`src/rtl/multi_pulse_seq_if.sv`:
```
// Config/control and pulse-output bundle for multi_pulse_seq.
// The master side configures and strobes start/stop; the slave side is the sequencer.
interface multi_pulse_seq_if #(
  parameter int unsigned NCH = 4,
  parameter int unsigned CW  = 32
);
  logic           cfg_we;
  logic [7:0]     cfg_addr;
  logic [CW-1:0]  cfg_data;
  logic           start;
  logic           stop;
  logic [NCH-1:0] pulse;
  logic           sync;
  logic           busy;
  logic           done;

  modport master (
    output cfg_we, cfg_addr, cfg_data, start, stop,
    input  pulse, sync, busy, done
  );

  modport slave (
    input  cfg_we, cfg_addr, cfg_data, start, stop,
    output pulse, sync, busy, done
  );
endinterface

```
`src/rtl/multi_pulse_seq.sv`:
```
// Multi-channel periodic pulse sequencer with double-buffered config,
// optional finite burst length, and a sync marker at each period start.
module multi_pulse_seq #(
  parameter int unsigned NCH    = 4,
  parameter int unsigned CW     = 32,
  parameter int unsigned TW     = 16,
  parameter int unsigned SYNC_W = 8
) (
  input logic               clk,
  input logic               reset,
  multi_pulse_seq_if.slave  bus
);

  localparam logic [CW-1:0] MIN_PERIOD = CW'(2);
  localparam logic [CW-1:0] SYNC_LEN   = CW'(SYNC_W);

  typedef enum logic {S_IDLE, S_RUN} state_e;

  state_e         state_q, state_d;
  logic [CW-1:0]  cnt_q, cnt_d;
  logic [TW-1:0]  pcnt_q, pcnt_d;

  logic [CW-1:0]  period_sh_q, period_act_q;
  logic [TW-1:0]  burst_sh_q, burst_act_q;
  logic [TW-1:0]  start_sh_q  [NCH];
  logic [TW-1:0]  stop_sh_q   [NCH];
  logic [TW-1:0]  start_act_q [NCH];
  logic [TW-1:0]  stop_act_q  [NCH];

  logic [NCH-1:0] pulse_q, pulse_d;
  logic           sync_q, sync_d;
  logic           busy_q, busy_d;
  logic           done_q, done_d;

  logic           load;
  logic           wrap;
  logic           last_period;
  logic [CW-1:0]  period_eff;
  logic [CW-1:0]  sync_lim;

  assign period_eff  = (period_act_q < MIN_PERIOD) ? MIN_PERIOD : period_act_q;
  assign wrap        = (cnt_q == period_eff - CW'(1));
  assign last_period = (burst_act_q != '0) && ((pcnt_q + TW'(1)) == burst_act_q);
  assign sync_lim    = (period_eff < SYNC_LEN) ? period_eff : SYNC_LEN;

  // Next-state, counters and registered-output decode
  always_comb begin
    state_d = state_q;
    cnt_d   = cnt_q;
    pcnt_d  = pcnt_q;
    load    = 1'b0;
    done_d  = 1'b0;
    pulse_d = '0;
    sync_d  = 1'b0;

    case (state_q)
      S_IDLE: begin
        if (bus.start && !bus.stop) begin
          state_d = S_RUN;
          cnt_d   = '0;
          pcnt_d  = '0;
          load    = 1'b1;
        end
      end
      S_RUN: begin
        if (bus.stop) begin
          state_d = S_IDLE;
        end else if (wrap) begin
          cnt_d  = '0;
          pcnt_d = pcnt_q + TW'(1);
          load   = 1'b1;
          if (last_period) begin
            state_d = S_IDLE;
            done_d  = 1'b1;
          end
        end else begin
          cnt_d = cnt_q + CW'(1);
        end
      end
      default: state_d = S_IDLE;
    endcase

    // Windows use the pre-edge state and count, so outputs lag cnt by one clock
    if (state_q == S_RUN) begin
      for (int unsigned k = 0; k < NCH; k++) begin
        pulse_d[k] = (CW'(start_act_q[k]) <= cnt_q) && (cnt_q < CW'(stop_act_q[k]));
      end
      sync_d = (cnt_q < sync_lim);
    end

    busy_d = (state_d == S_RUN);
  end

  always_ff @(posedge clk or posedge reset) begin
    if (reset) begin
      state_q <= S_IDLE;
      cnt_q   <= '0;
      pcnt_q  <= '0;
      pulse_q <= '0;
      sync_q  <= 1'b0;
      busy_q  <= 1'b0;
      done_q  <= 1'b0;
    end else begin
      state_q <= state_d;
      cnt_q   <= cnt_d;
      pcnt_q  <= pcnt_d;
      pulse_q <= pulse_d;
      sync_q  <= sync_d;
      busy_q  <= busy_d;
      done_q  <= done_d;
    end
  end

  // Shadow registers: written by the config port only
  always_ff @(posedge clk or posedge reset) begin
    if (reset) begin
      period_sh_q <= '0;
      burst_sh_q  <= '0;
      for (int unsigned k = 0; k < NCH; k++) begin
        start_sh_q[k] <= '0;
        stop_sh_q[k]  <= '0;
      end
    end else if (bus.cfg_we) begin
      if (bus.cfg_addr == 8'd0) period_sh_q <= bus.cfg_data;
      if (bus.cfg_addr == 8'd1) burst_sh_q  <= TW'(bus.cfg_data);
      for (int unsigned k = 0; k < NCH; k++) begin
        if (bus.cfg_addr == 8'(2 + 2 * k)) start_sh_q[k] <= TW'(bus.cfg_data);
        if (bus.cfg_addr == 8'(3 + 2 * k)) stop_sh_q[k]  <= TW'(bus.cfg_data);
      end
    end
  end

  // Active registers take the pre-edge shadow, so a same-edge write waits for the next load
  always_ff @(posedge clk or posedge reset) begin
    if (reset) begin
      period_act_q <= '0;
      burst_act_q  <= '0;
      for (int unsigned k = 0; k < NCH; k++) begin
        start_act_q[k] <= '0;
        stop_act_q[k]  <= '0;
      end
    end else if (load) begin
      period_act_q <= period_sh_q;
      burst_act_q  <= burst_sh_q;
      for (int unsigned k = 0; k < NCH; k++) begin
        start_act_q[k] <= start_sh_q[k];
        stop_act_q[k]  <= stop_sh_q[k];
      end
    end
  end

  assign bus.pulse = pulse_q;
  assign bus.sync  = sync_q;
  assign bus.busy  = busy_q;
  assign bus.done  = done_q;

endmodule
```
`src/flat_wrapper.sv`:
```
// flat-port wrapper written by rule: the top's interface ports become plain ports
module multi_pulse_seq_flat 
#(
  parameter int unsigned NCH    = 4,
  parameter int unsigned CW     = 32,
  parameter int unsigned TW     = 16,
  parameter int unsigned SYNC_W = 8
)
  (clk, reset, bus_cfg_we, bus_cfg_addr, bus_cfg_data, bus_start, bus_stop, bus_pulse, bus_sync, bus_busy, bus_done);
  multi_pulse_seq_if #(.NCH(NCH), .CW(CW)) bus_i ();
  input logic clk;
  input logic reset;
  input wire logic [$bits(bus_i.cfg_we)-1:0] bus_cfg_we;
  input wire logic [$bits(bus_i.cfg_addr)-1:0] bus_cfg_addr;
  input wire logic [$bits(bus_i.cfg_data)-1:0] bus_cfg_data;
  input wire logic [$bits(bus_i.start)-1:0] bus_start;
  input wire logic [$bits(bus_i.stop)-1:0] bus_stop;
  output wire logic [$bits(bus_i.pulse)-1:0] bus_pulse;
  output wire logic [$bits(bus_i.sync)-1:0] bus_sync;
  output wire logic [$bits(bus_i.busy)-1:0] bus_busy;
  output wire logic [$bits(bus_i.done)-1:0] bus_done;
  assign bus_i.cfg_we = bus_cfg_we;
  assign bus_i.cfg_addr = bus_cfg_addr;
  assign bus_i.cfg_data = bus_cfg_data;
  assign bus_i.start = bus_start;
  assign bus_i.stop = bus_stop;
  assign bus_pulse = bus_i.pulse;
  assign bus_sync = bus_i.sync;
  assign bus_busy = bus_i.busy;
  assign bus_done = bus_i.done;
  multi_pulse_seq #(.NCH(NCH), .CW(CW), .TW(TW), .SYNC_W(SYNC_W)) u_core (.clk(clk), .reset(reset), .bus(bus_i));
endmodule
```
`config.mk`:
```
export PLATFORM = sky130hd
export DESIGN_NAME = multi_pulse_seq_flat
export DESIGN_NICKNAME = d
export VERILOG_FILES = /design/src/rtl/multi_pulse_seq_if.sv /design/src/rtl/multi_pulse_seq.sv /design/src/flat_wrapper.sv
export SDC_FILE = /design/constraint.sdc
export NUM_CORES = 1
export LEC_CHECK = 0
export CORE_ASPECT_RATIO = 1.5
export CORE_UTILIZATION = 50
export DETAILED_ROUTE_END_ITERATION = 7
export DONT_BUFFER_PORTS = 1
export MAX_ROUTING_LAYER = met4
export PLACE_DENSITY = 0.73
export SLEW_MARGIN = 20
export SYNTH_ARGS = -nofsm -noshare
export SYNTH_HDL_FRONTEND = slang
export SYNTH_SLANG_ARGS = --single-unit
export TNS_END_PERCENT = 1
```
`constraint.sdc`:
```
create_clock -name clk -period 35.3 [get_ports clk]
set_clock_uncertainty 0.05 [all_clocks]
set_input_delay 5.295 -clock clk [delete_from_list [all_inputs] [get_ports clk]]
set_output_delay 5.295 -clock clk [all_outputs]
set_load 0.01 [all_outputs]
```
After elaboration in Yosys (flattened, before gate mapping) --
Cells that the tools add are included.
Word-level totals: register bits after elaboration 407, output and inout bits 7, logic and storage cells 100, input bits 45
Cells by class: magnitude comparators 11, multiplexer cells 24, reduce and logical (&&, ||, !) cells 21, eq/ne operators 14, bitwise gates (word level) 1, $add $sub $neg 3
Operator list (count):
- $mux W32 | 5
- $le A16 B32 Y1 | 4
- $lt A32 B16 Y1 | 4
- $pmux W32 S2 | 1
- $mux W16 | 3
- $add A32 B1 Y32 const B | 1
- $eq A32 B32 Y1 | 1
- $eq A8 B3 Y1 const B | 4
- $lt A32 B2 Y1 const B | 1
- $lt A32 B32 Y1 | 1
- $lt A32 B4 Y1 const B | 1
- $pmux W16 S2 | 1
- $sub A32 B1 Y32 const B | 1
- $reduce_and A2 Y1 | 11
- $add A16 B1 Y16 const B | 1
- $eq A16 B16 Y1 | 1
- $eq A8 B2 Y1 const B | 2
- $eq A8 B4 Y1 const B | 2
- $reduce_bool A16 Y1 | 1
- $mux W1 | 11
- $eq A8 B1 Y1 const B | 1
- $logic_not A8 Y1 | 1
- $logic_and A1 B1 Y1 | 6
- $mux W4 | 1
- other kinds (6) | 8

Longest topological paths before layout --
depth after elaboration 7, mapped depth 22, depth with buffers taken out 16

Worst setup path after synthesis --
No wires, ideal clock.
path kind input -> register, start input bus_cfg_addr[5], end register u_core.start_sh_q[48] (netlist name), cell stages on the path 5, arrival time 7.565 ns, library setup time 0.125 ns, data required time 35.125 ns, path buffers 1, setup slack 27.560 ns, cells stage by stage or4_1 -> or3_1 -> nor3_1 -> clkbuf_1 -> mux2_2
On the way: cells in the longest elaborated chain, start to end 2
Ends and longest elaborated chain:
- start, declared | RTL line flat_wrapper.sv:14 | input wire logic [$bits(bus_i.cfg_addr)-1:0] bus_cfg_addr;
- $eq A8 B2 Y1 | RTL line multi_pulse_seq.sv:127 | if (bus.cfg_addr == 8'(2 + 2 * k)) start_sh_q[k] <= TW'(bus.cfg_data);
- $reduce_and A2 Y1 (no source line)
- end signal, assigned by index | RTL line multi_pulse_seq.sv:127
- end, declared | RTL line multi_pulse_seq.sv:25 | logic [TW-1:0] start_sh_q [NCH];
No other way between the ends. A chain may end at the register's enable or synchronous reset.

Worst setup path in the final report --
start input bus_start, end register u_core.burst_act_q[9]
On the way: cells in the longest elaborated chain, start to end 3
Ends and longest elaborated chain:
- start, declared | RTL line flat_wrapper.sv:16 | input wire logic [$bits(bus_i.start)-1:0] bus_start;
- $logic_and A1 B1 Y1 | RTL line multi_pulse_seq.sv:58 | if (bus.start && !bus.stop) begin
- $mux W1 | RTL line multi_pulse_seq.sv:58
- $pmux W1 S2 | RTL line multi_pulse_seq.sv:56 | case (state_q)
- end signal, assigned | RTL line multi_pulse_seq.sv:144 | burst_act_q <= burst_sh_q;
- end, declared | RTL line multi_pulse_seq.sv:24 | logic [TW-1:0] burst_sh_q, burst_act_q;
No other way between the ends.

==> metrics.cfg <==
[status]
status=completed

[timing]
fin_setup_tns_ns=0
period_share_pct=24.38
rsz0062_at_grt=no
slew_viol_final=0
finalSetupViolations=0
worst_slack_ns=26.69
holdWs_ns=0.4193
fmax_mhz=116.2
hold_viol_final=0
worstMarginPinSlew_ns=1.166
period_needed_ns=8.605
maxSlewHeadroom_pct=22.07

[finish]
fin_cells=2436
post-route-cell-area_um2=23050
final_util_pct=55.02
fillerInstances=3559
layout-drive-gt1-share_pct=18.96
area_delta_synth_final_pct=8.715
final_nets=2047
final_cell_mix=dfrtp_1, mux2_2, ha_1, nand2_1, inv_1
final_common_cell=dfrtp_1
antenna_cells=0

[clock_network]
path_clk_slew_ns=0.07
cts.sink_count=407
cts_buffer_depth=3
clock_latency_ns=0.57
cts_buffers=40
hold_buffers=0
ctsResizeCount=0
cts_root_buffer=clkbuf_16
cts_tree=yes
post_cts_buffers=0
htree_levels=2

[critical_path]
cp_num_cells=8
r2r-start=u_core.period_act_q[18]
worstPathArrival_ns=8.98
critical_path_class=in -> reg
start_kind=input pin
cpMostUsedCell=nor2_1
cp_num_buf_inv=3
r2r_end=u_core.burst_act_q[9]
cp_top_family=buffers and inverters
path_cells=nor2_1, or2_2, nor2_1, clkinv_1, nand2_8, buf_16, buf_4, mux2_2
end_kind=flip-flop
reg2reg_setup_slack_ns=27.84
crit_path_max_incr_delay_ns=0.86
crit_start=bus_start
rr_worst_depth=16
crit_slowest_cell=buf_4
critPathRequiredTime_ns=35.67
worstPathMaxFanout=104

[min_path]
holdPathEnd=u_core.stop_act_q[5]
hold_depth=2
hp-start=u_core.stop_sh_q[5]
hp-class=reg -> reg

[grt]
track_usage_pct=25.29
grt_max_degree=154
globalRouteOverflowTotal=0
grt_pass1_vias=14600
antenna_found_initial=0
grt_pass1_wl_um=81520

[synthesis]
synthesis.instances=1853
ys_async_sr_fraction_pct=100.0
netlist_area_um2=21210
yosys_warnings=0
synth-edff-count=0
ys_types=76
ys_seq_area_share_pct=48.03
synth_area_per_cell_um2=11.44
yosys_register_bits=407
ys.flop_type=dfrtp_1

[floorplanning]
initial_core_util_pct=50.61
fp.dieW_um=170.2
design.die.area_um2=43260
ios=52
fp.coreArea_um2=41900
die_y_um=254.2
fp-row-count=92

[place]
dp_slack_ns=26.18
place_hpwl_um=35680
dp.cells=2365
place_area_um2=21690
place_congestion=0.8983
io_buffer_count=0

[pwr]
swShare_pct=28.55
power-per-cell-area_nw_per_um2=50.22
p_switching_uw=330.6
finalPower_mw=1.158
p_clk_share_pct=37.7
p_int_uw=827.2
p_leak_nw=11.29
ir_drop_v=0.00002730
power_frac_comb_pct=18.1
seqPwrFrac_pct=44.2

[detailed_routing]
postRouteAntennaNets=0
wl_met2_um=27320
drt_iter0_markers=911
top_layer_used=met4
wire_per_inst_um=21.17
finalWirelength_um=51580
route.detailed.drc=0
m1WireLength_um=20500
dr_wl_met3_um=1592
num_vias=14380
detail_route.vias_per_cell=5.903
drtPass1Iterations=5

[flow_run]
max_cap_viol_count=0

## flip-flops by register name, summed over array words and instances (netlist names)
signal	flops
u_core.bus.done	1
u_core.cnt_q	32
u_core.period_sh_q	32
u_core.start_act_q	64
u_core.bus.pulse	4
u_core.period_act_q	32
u_core.start_sh_q	64
u_core.stop_sh_q	64
u_core.burst_sh_q	16
u_core.state_q	1
u_core.pcnt_q	16
u_core.bus.sync	1
u_core.stop_act_q	64
u_core.burst_act_q	16
## cell type report
type / instances / area, um2 / share of cell area [%]
Clock inverter: 14 / 198.9 / 0.8630
Clock buffer: 56 / 1141 / 4.950
Inverter: 87 / 334.1 / 1.449
Sequential cell: 407 / 10180 / 44.18
Timing Repair Buffer: 14 / 125.1 / 0.5427
Tap cell: 564 / 705.7 / 3.061
Multi-Input combinational cell: 1294 / 10360 / 44.96
## worst register-to-register path: stages (launching register included)
cell     delay (ns)
dfrtp_1        0.47
or4_1          0.69
nor4_2         0.50
nand2_1        0.16
o21ai_0        0.32
ha_1           0.25
or3b_2         0.59
or4_1          0.52
nor4_1         0.25
xnor2_1        0.27
nand4_1        0.16
nor4_2         0.48
nand4_4        0.29
nand2_8        0.41
buf_16         0.44
buf_4          0.96
mux2_2         0.51
## worst max-delay path by stage
stage,end,slack [ns]
2_1_floorplan,u_core.burst_act_q[0],18.63
3_3_place_gp,u_core.burst_act_q[7],26.23
3_5_place_dp,u_core.burst_act_q[7],26.18
4_1_cts,u_core.burst_act_q[9],26.75
5_1_grt,u_core.burst_act_q[13],26.43
6_report,u_core.burst_act_q[9],26.69
## cells in the mapped netlist, types with 42 or more instances
library cell | count | share of area (%)
dfrtp_1 | 407 | 48
mux2_2 | 256 | 14
ha_1 | 158 | 9.3
nand2_1 | 106 | 1.9
inv_1 | 86 | 1.5
o21ai_1 | 68 | 1.6
o21ai_0 | 58 | 1.4
a21o_1 | 51 | 1.8
a21oi_1 | 49 | 1.2
nand3_1 | 49 | 1.2
xnor2_1 | 48 | 2.0
clkbuf_1 | 44 | 0.78
nor2_1 | 42 | 0.74
## power by group through the flow
stage | logic [mW] | clock network, mW | registers (mW)
floorplan | 0.163 | 0 | 0.512
global placement | 0.201 | 0 | 0.519
detailed placement | 0.207 | 0 | 0.520
CTS | 0.209 | 0.442 | 0.511
global route | 0.229 | 0.461 | 0.514
finish | 0.210 | 0.436 | 0.512
## per-layer routing
metal / track usage, % / vias to the layer above
li1: - / 6634
met1: 28.71 / 7331
met2: 45.08 / 306
met3: 2.685 / 109
met4: 10.68 / 0
met5: - / -
## logic make-up after synthesis
logic type	synth area share [%]
compound gates	9.311
xor+xnor	3.375
fa+ha+maj	9.323
buf+inv	3.705
flops	48.03
mux	15.28
other cells	0.01768
simple gates	10.96
No activity file was read; power rests on OpenSTA's default activity.
